### config.mk
export PLATFORM = sky130hd
export DESIGN_NAME = uart_tx_mmio
export DESIGN_NICKNAME = d
export VERILOG_FILES = /design/src/rtl/uart_tx_mmio.sv
export SDC_FILE = /design/constraint.sdc
export NUM_CORES = 1
export LEC_CHECK = 0
export CAP_MARGIN = 20
export CELL_PAD_IN_SITES_DETAIL_PLACEMENT = 1
export CELL_PAD_IN_SITES_GLOBAL_PLACEMENT = 1
export CORE_UTILIZATION = 38
export DETAILED_ROUTE_END_ITERATION = 10
export PLACE_DENSITY_LB_ADDON = 0.25
export RECOVER_POWER = 100
export SLEW_MARGIN = 20
export SYNTH_ARGS = -nofsm -noshare
export SYNTH_HDL_FRONTEND = slang
export SYNTH_SLANG_ARGS = --single-unit
export TNS_END_PERCENT = 5
### constraint.sdc
create_clock -name clk -period 3.35 [get_ports clk]
set_input_delay 0.67 -clock clk [delete_from_list [all_inputs] [get_ports clk]]
set_output_delay 0.67 -clock clk [all_outputs]
set_load 0.05 [all_outputs]
### src/rtl/uart_tx_mmio.sv
// Memory-mapped 8N1 UART transmitter: CPU pushes bytes into a small TX FIFO,
// a serializer drains it onto tx. Read data is registered (one-cycle latency).
module uart_tx_mmio #(
   parameter logic [31:0] BASE_MEMORY  = 32'hFFFF_FFE0,
   parameter logic [31:0] TOP_MEMORY   = 32'hFFFF_FFE7,
   parameter int          CLKS_PER_BIT = 16,
   parameter int          FIFO_DEPTH   = 4
) (
   input  logic        clk,
   input  logic        resetn,
   input  logic [31:0] memAddress,
   input  logic [31:0] memWriteData,
   input  logic        memWrite,
   input  logic [3:0]  byteMask,
   output logic [31:0] memReadData,
   output logic        tx,
   output logic        irq_empty
);

   localparam int CW = $clog2(CLKS_PER_BIT);
   localparam int PW = $clog2(FIFO_DEPTH);
   localparam logic [CW-1:0] BAUD_LAST = CW'(CLKS_PER_BIT - 1);
   localparam logic [PW:0]   DEPTH_C   = (PW + 1)'(FIFO_DEPTH);

   typedef enum logic [1:0] {IDLE, START, DATA, STOP} state_t;

   state_t        state_q, state_d;
   logic [CW-1:0] baud_q, baud_d;
   logic [2:0]    bit_q, bit_d;
   logic [7:0]    shift_q, shift_d;
   logic          tx_q, tx_d;

   logic [7:0]    fifo_q [FIFO_DEPTH];
   logic [PW-1:0] wr_ptr_q, rd_ptr_q;
   logic [PW:0]   count_q;
   logic          overflow_q;
   logic [31:0]   read_q;

   logic sel, offset, push_req, push_ok, pop, ovf_clr;
   logic empty, full, busy, baud_term;
   logic [31:0] status;

   assign sel       = (memAddress >= BASE_MEMORY) && (memAddress <= TOP_MEMORY);
   assign offset    = memAddress[2];
   assign push_req  = memWrite && sel && !offset && byteMask[0];
   assign ovf_clr   = memWrite && sel && offset && byteMask[0] && memWriteData[3];
   assign empty     = (count_q == '0);
   assign full      = (count_q == DEPTH_C);
   assign busy      = (state_q != IDLE);
   assign pop       = (state_q == IDLE) && !empty;
   // A push into a full FIFO still fits when the serializer takes the head this cycle.
   assign push_ok   = push_req && (!full || pop);
   assign baud_term = (baud_q == BAUD_LAST);
   assign status    = {24'd0, 4'(count_q), overflow_q, empty, full, busy};

   // NOTE: every always_comb output gets a default first, so no path can infer a latch.
   always_comb begin
      state_d = state_q;
      baud_d  = baud_q;
      bit_d   = bit_q;
      shift_d = shift_q;
      tx_d    = 1'b1;
      case (state_q)
         IDLE: if (!empty) begin
            shift_d = fifo_q[rd_ptr_q];
            baud_d  = '0;
            state_d = START;
         end
         START: if (baud_term) begin
            baud_d  = '0;
            bit_d   = 3'd0;
            state_d = DATA;
         end else baud_d = baud_q + 1'b1;
         DATA: if (baud_term) begin
            baud_d  = '0;
            shift_d = {1'b0, shift_q[7:1]};
            if (bit_q == 3'd7) state_d = STOP;
            else               bit_d   = bit_q + 3'd1;
         end else baud_d = baud_q + 1'b1;
         STOP: if (baud_term) begin
            baud_d  = '0;
            state_d = IDLE;
         end else baud_d = baud_q + 1'b1;
         default: state_d = IDLE;
      endcase
      // tx is registered from the level of the state being entered, so it leads no edge.
      case (state_d)
         START:   tx_d = 1'b0;
         DATA:    tx_d = shift_d[0];
         default: tx_d = 1'b1;
      endcase
   end

   // NOTE: sequential state uses non-blocking assignments so all flops update together.
   always_ff @(posedge clk or negedge resetn) begin
      if (!resetn) begin
         state_q    <= IDLE;
         baud_q     <= '0;
         bit_q      <= 3'd0;
         shift_q    <= 8'd0;
         tx_q       <= 1'b1;
         wr_ptr_q   <= '0;
         rd_ptr_q   <= '0;
         count_q    <= '0;
         overflow_q <= 1'b0;
         read_q     <= 32'd0;
      end else begin
         state_q <= state_d;
         baud_q  <= baud_d;
         bit_q   <= bit_d;
         shift_q <= shift_d;
         tx_q    <= tx_d;
         if (push_ok) wr_ptr_q <= wr_ptr_q + 1'b1;
         if (pop)     rd_ptr_q <= rd_ptr_q + 1'b1;
         case ({push_ok, pop})
            2'b10:   count_q <= count_q + 1'b1;
            2'b01:   count_q <= count_q - 1'b1;
            default: count_q <= count_q;
         endcase
         if (push_req && !push_ok) overflow_q <= 1'b1;
         else if (ovf_clr)         overflow_q <= 1'b0;
         read_q <= (sel && offset) ? status : 32'd0;
      end
   end

   // NOTE: FIFO storage is not reset; the pointers and count alone define what is valid.
   always_ff @(posedge clk) begin
      if (push_ok) fifo_q[wr_ptr_q] <= memWriteData[7:0];
   end

   assign memReadData = read_q;
   assign tx          = tx_q;
   assign irq_empty   = empty && (state_q == IDLE);

endmodule

==> run_results.csv, run 1 <==
group,metric,value,unit
worst_setup_path,cp-start-kind,"primary input",
clock_tree,cts_max_level,3,
hold_path,hold_class,"reg2reg",
timing,layout_min_cycle_time,2.904,ns
clock_tree,clock_sinks,65,
worst_setup_path,crit_start,"memAddress[22]",
worst_setup_path,cp.arrival,2.89,ns
yosys,yosysWarningCount,0,
yosys,synth_area_leader_cell,"edfxtp_1",
drt,drc,0,
place,dp_slack,0.5237,ns
yosys,synth-edff-count,32,
final_layout,area_growth,22.41,%
clock_tree,clock_path_buffers,2,
yosys,synth_flop_cell,"edfxtp_1",
pwr,ir_worst_vdd,0.0002659,V
grt,grt_pass1_wl,9687,µm
worst_setup_path,r2r_setup_slack,1.07,ns
run,maxCapViolCount,1,
worst_setup_path,cp_data_required_time,3.34,ns
yosys,synth_top_cell_area_share,0.3135,
timing,finalSetupTns,0,ns
drt,postRouteAntennaNets,0,
grt,grt_pass1_vias,1983,
drt,first_pass_iters,4,
grt,grtUsageTotal,0.1504,
status,violations,"capacitance limit, slew limit",
grt,grt_overflow,0,
drt,routedWlPerCell,14.06,µm
worst_setup_path,r2r-start,"state_q[0]",
floorplanning,initial_core_util,0.3947,
timing,rsz0062_at_grt,"false",
timing,fmax,344.3,MHz
worst_setup_path,r2r_end,"fifo_q[3][0]",
grt,antenna_found_initial,0,
clock_tree,clk_pin_slew,0.08,ns
worst_setup_path,path_max_fanout,8,
worst_setup_path,criticalPathCategory,"in2reg",
timing,skew,0.007950,ns
yosys,synth_top_cells_by_count,"dfrtp_1 (32), edfxtp_1 (32), nand2_1 (28), buf_4 (25), inv_1 (14)",
clock_tree,root_buffer,"clkbuf_8",
place,io_buffers,50,
drt,num_vias,1942,
clock_tree,worstSkewPairLatency,0.35,ns
worst_setup_path,reg2reg_depth,5,
yosys,syn_area_per_cell,12.83,µm²
status,run_status,"complete, but fails checks",
clock_tree,hold_buffers,0,
yosys,ys_seq_area_frac,0.5833,
timing,worstMarginPinSlew,1.787,ns
clock_tree,cts_resized,0,
drt,wl,5709,µm
place,dpl_cell_area,3596,µm²
drt,dr.first_iter.drc_count,71,
final_layout,stdcell_area,3752,µm²
timing,max_slew_margin,-0.1913,
timing,finalHoldViolCount,0,
place,placedCellCount,390,
floorplanning,die_w,91.82,µm
place,place_congestion,0.6840,
drt,vias_per_cell,4.783,
place,dp_hpwl,4098,µm
yosys,postSynthCellCount,239,
final_layout,final_cells,406,
clock_tree,cts_buffers,9,
pwr,powerDensity,441.3,nW/µm²
yosys,syn-cell-area,3065,µm²
final_layout,drive_above_1_share,0.1053,
pwr,p_leak,1.532,nW
floorplanning,core,7767,µm²
timing,finalCritPeriodShare,0.8669,
grt,grt_max_degree,34,
timing,slew_viol_final,34,
clock_tree,cts_setup_buffers,0,
final_layout,nNetsFinal,378,
yosys,synth.distinct_cells,42,
timing,finalSetupViolCount,0,
final_layout,antenna_cells,0,
floorplanning,placementRows,32,
yosys,synth.area.top_cells,"edfxtp_1 (31%), dfrtp_1 (26%), buf_4 (6.1%)",
floorplanning,die-area,8430,µm²
floorplanning,die_h,91.82,µm
yosys,async_reset_ff_frac,0.5077,
floorplanning,num_io_pins,105,
timing,setup_ws,0.4458,ns
worst_setup_path,end_kind,"flip-flop",
worst_setup_path,endpoint,"fifo_q[3][0]",
yosys,synth-seq-cells,65,
clock_tree,cts_tree,"built",
## how the worst min path moves through the flow
stage | start | endpoint | slack, ns | cells after the start
final | shift_q[7] | shift_q[6] | 0.48 | 2
after global routing | shift_q[7] | shift_q[6] | 0.51 | 2
after global placement | shift_q[6] | shift_q[5] | 0.45 | 2
after CTS | shift_q[7] | shift_q[6] | 0.48 | 2
after detailed placement | shift_q[7] | shift_q[6] | 0.46 | 2
after floorplan | resetn | baud_q[0] | 0.37 | 0
## cell usage in the layout (no fill, tap or decap), types with 7 or more instances in the layout
cell	netlist	routed
a22oi_1	8	9
clkbuf_8	0	9
clkdlybuf4s50_1	0	32
conb_1	1	25
dfrtp_1	32	32
dlygate4sd3_1	0	18
edfxtp_1	32	32
ha_1	7	7
inv_1	14	14
mux4_2	8	8
nand2_1	28	28
nor2_1	13	14
o21ai_0	11	11
## cells by family (layout without fill, tap and decap cells)
kind of cell | after synthesis | after routing | share of synthesized area
muxes | 11 | 11 | 0.07061
DFF | 65 | 65 | 0.5833
AOI/OAI and AO/OA | 32 | 32 | 0.07143
buffers and inverters | 45 | 86 | 0.09306
adders and majority gates | 8 | 8 | 0.03510
other | 1 | 25 | 0.001223
xor gates and xnor gates | 6 | 6 | 0.01714
and+or+nand+nor | 71 | 71 | 0.1282
## flip-flops by register name (all words and copies together), names as in the netlist
name         flops
count_q          3
wr_ptr_q         2
bit_q            3
baud_q           4
overflow_q       1
fifo_q          32
tx               1
memReadData      7
rd_ptr_q         2
shift_q          8
state_q          2
## routing by layer
layer | global-route usage | share of wire | vias up | wire (µm)
met5 | 0 | 0 | - | 0
met4 | 0.04297 | 0.0098 | 0 | 56
met3 | 0.04809 | 0.043 | 8 | 243
met2 | 0.2350 | 0.49 | 55 | 2812
met1 | 0.2016 | 0.45 | 957 | 2596
li1 | - | - | 922 | -
## area by class of cell
cell class / count / area [µm²]
fill: 826 / 4015
sequential: 65 / 1788
multi-input combinational: 153 / 1050
timing repair buffer: 56 / 526.8
tap: 102 / 127.6
clock buffer: 9 / 123.9
clock inverter: 7 / 83.83
inverter: 14 / 52.55
## critical path, stage by stage
cell and delay, ns:
clkdlybuf4s50_1 0.46, nand4_1 0.09, nor4_1 0.78, nand4_4 0.28, nor2_1 0.17, clkbuf_1 0.43
## per-stage QoR
| stage | power, W | hold WS, ns | utilization |
|---|---|---|---|
| finish | 0.001656 | 0.4758 | 0.4831 |
| CTS | 0.001680 | 0.4791 | 0.4897 |
| floorplan | 0.0009425 | 0.3744 | - |
| detailed placement | 0.0009812 | 0.4622 | 0.4630 |
| global route | 0.001718 | 0.5122 | 0.4831 |
| global placement | 0.0009793 | 0.4538 | 0.4630 |
## where the power goes
| part | total (W) | internal, W | switching, W |
|---|---|---|---|
| registers | 0.000838 | 0.000838 | 0.00000000000178 |
| logic | 0.000122 | 0.0000413 | 0.0000806 |
| clock network | 0.000696 | 0.000356 | 0.000340 |
| total | 0.00166 | 0.00124 | 0.000421 |
Power figures use the tool's default switching activity.
==> run 2: changes to the inputs <==
--- a/config.mk
+++ b/config.mk
@@ -10,8 +10,10 @@
 export CELL_PAD_IN_SITES_GLOBAL_PLACEMENT = 1
 export CORE_UTILIZATION = 38
 export DETAILED_ROUTE_END_ITERATION = 10
+export HOLD_SLACK_MARGIN = 0.02
 export PLACE_DENSITY_LB_ADDON = 0.25
 export RECOVER_POWER = 100
+export SETUP_SLACK_MARGIN = 0.5
 export SLEW_MARGIN = 20
 export SYNTH_ARGS = -nofsm -noshare
 export SYNTH_HDL_FRONTEND = slang
==> run 2 against run 1 <==
Effect of this change: the run still ends with capacitance limit, slew limit left; critical path depth is the same; combinational power about the same; largest cell class unchanged; via count fell by 0.10%; worst setup slack better by 0.20 ns; wire length hardly changed.
==> run_results.csv, run 2 (synthesis gave the netlist of run 1 again) <==
group,metric,value,unit
floorplanning,die_h,91.82,µm
clock_tree,root_buffer,"clkbuf_8",
timing,slew_viol_final,34,
grt,grt_max_degree,34,
worst_setup_path,path_delay_family,"simple AND/OR/NAND/NOR gates",
drt,wl,5708,µm
timing,finalHoldViolCount,0,
worst_setup_path,crit_buf_inv,2,
floorplanning,placementRows,32,
timing,skew,0.008304,ns
grt,grt_overflow,0,
grt,grt_pass1_vias,1983,
place,io_buffers,50,
pwr,powerDensity,442.0,nW/µm²
drt,routedWlPerCell,14.06,µm
drt,postRouteAntennaNets,0,
floorplanning,initial_core_util,0.3947,
timing,worstMarginPinSlew,1.787,ns
final_layout,largest_reg_flops,32,
pwr,clkPwrFrac,0.420,
final_layout,layout_common_cells,"dfrtp_1 (32), edfxtp_1 (32), clkdlybuf4s50_1 (31)",
drt,drc,0,
clock_tree,clock_path_buffers,2,
timing,max_slew_margin,-0.1910,
worst_setup_path,crit_chain,"dlygate4sd3_1, nand4_1, nor4_4, nand4_1, nor2_1, clkbuf_1",
clock_tree,worstSkewPairLatency,0.35,ns
floorplanning,core,7767,µm²
place,placedCellCount,390,
floorplanning,num_io_pins,105,
clock_tree,clk_pin_slew,0.08,ns
floorplanning,die-area,8430,µm²
worst_setup_path,end_kind,"flip-flop",
final_layout,nNetsFinal,378,
drt,dr.first_iter.drc_count,71,
hold_path,hold_class,"reg2reg",
worst_setup_path,crit_cells,6,
clock_tree,cts_tree,"built",
pwr,switching_share,0.2542,
drt,vias_per_cell,4.778,
worst_setup_path,cp-start-kind,"primary input",
worst_setup_path,cp_common_cell,"nand4_1",
worst_setup_path,reg2reg_depth,5,
drt,first_pass_iters,4,
worst_setup_path,path_max_fanout,8,
worst_setup_path,cp_data_required_time,3.34,ns
final_layout,drive_above_1_share,0.1053,
pwr,p_leak,1.520,nW
status,run_status,"complete, but fails checks",
worst_setup_path,max_stage_delay,0.52,ns
grt,grt_pass1_wl,9687,µm
pwr,ir_worst_vdd,0.0002658,V
timing,fmax,370.1,MHz
grt,grtUsageTotal,0.1504,
pwr,intPower,0.001235,W
final_layout,area_growth,22.20,%
timing,layout_min_cycle_time,2.702,ns
worst_setup_path,cpMaxStageDelayCell,"dlygate4sd3_1",
final_layout,antenna_cells,0,
final_layout,regMostFlops,"fifo_q",
pwr,seqPwrFrac,0.506,
place,place_congestion,0.6840,
timing,finalSetupViolCount,0,
grt,antenna_found_initial,0,
worst_setup_path,r2r-start,"state_q[0]",
hold_path,holdPathStages,2,
status,violations,"capacitance limit, slew limit",
timing,finalSetupTns,0,ns
worst_setup_path,criticalPathCategory,"in2reg",
timing,finalCritPeriodShare,0.8065,
floorplanning,die_w,91.82,µm
final_layout,post-route-util,0.4823,
drt,num_vias,1940,
pwr,combPwrFrac,0.074,
timing,whs,0.4758,ns
timing,rsz0062_at_grt,"false",
worst_setup_path,cp.arrival,2.69,ns
place,dp_hpwl,4098,µm
clock_tree,hold_buffers,0,
clock_tree,clock_sinks,65,
pwr,p_switching,0.0004209,W
run,maxCapViolCount,1,
worst_setup_path,crit_start,"memAddress[31]",
final_layout,final_cells,406,
clock_tree,cts_max_level,3,
final_layout,fill_cells,828,
pwr,total_power,0.001656,W
clock_tree,cts_buffers,9,
hold_path,min-delay-start,"shift_q[7]",
[run 2: through the flow]
stage	setup WS, ns	instance area, µm²
2_1_floorplan	1.136	3156
3_3_place_gp	0.5462	3596
3_5_place_dp	0.5237	3596
4_1_cts	0.5078	3804
5_1_grt	0.4494	3746
6_report	0.6481	3746
[run 2: worst paths after layout]
check	end	slack (ns)
max reg2reg	fifo_q[3][0]	0.92
max	fifo_q[3][0]	0.65
min	shift_q[6]	0.48
max in group asynchronous	shift_q[3]	0.98
min in group asynchronous	baud_q[3]	1.33
min reg2reg	shift_q[6]	0.48
[run 2: final cells by class]
cell class,instances,area (µm²),share of cell area
flip-flops and latches,65,1788,0.4773
multi-input cells,153,1050,0.2802
repair buffers,56,520.5,0.1389
well taps,102,127.6,0.03407
clock buffers,9,123.9,0.03307
clock inverters,7,83.83,0.02238
inverters,14,52.55,0.01403
[run 2: tightest hold or removal path: cells and delay by family, from the launching register on]
family | cells | cell delay [ns]
flip-flops | 1 | 0.35
AND/OR/NAND/NOR | 2 | 0.10
[run 2: power by group through the flow]
stage	sequential, W	combinational, W	clock, W
final	0.000838	0.000122	0.000696
after global routing	0.000837	0.000131	0.000750
after CTS	0.000837	0.000127	0.000716
after detailed placement	0.000855	0.000127	0
after global placement	0.000855	0.000125	0
after floorplan	0.000855	0.0000875	0
[run 2: repair_timing]
item,in CTS,in global routing
resized for setup,0,1
endpoints found under the setup margin,0,1
buffers inserted,0,0
[run 2: layer usage]
layer,vias up,wire length [µm],GRT usage
met5,-,0,0
met4,0,56,0.04297
met3,8,235,0.04809
met2,55,2818,0.2350
met1,955,2597,0.2016
li1,922,-,-
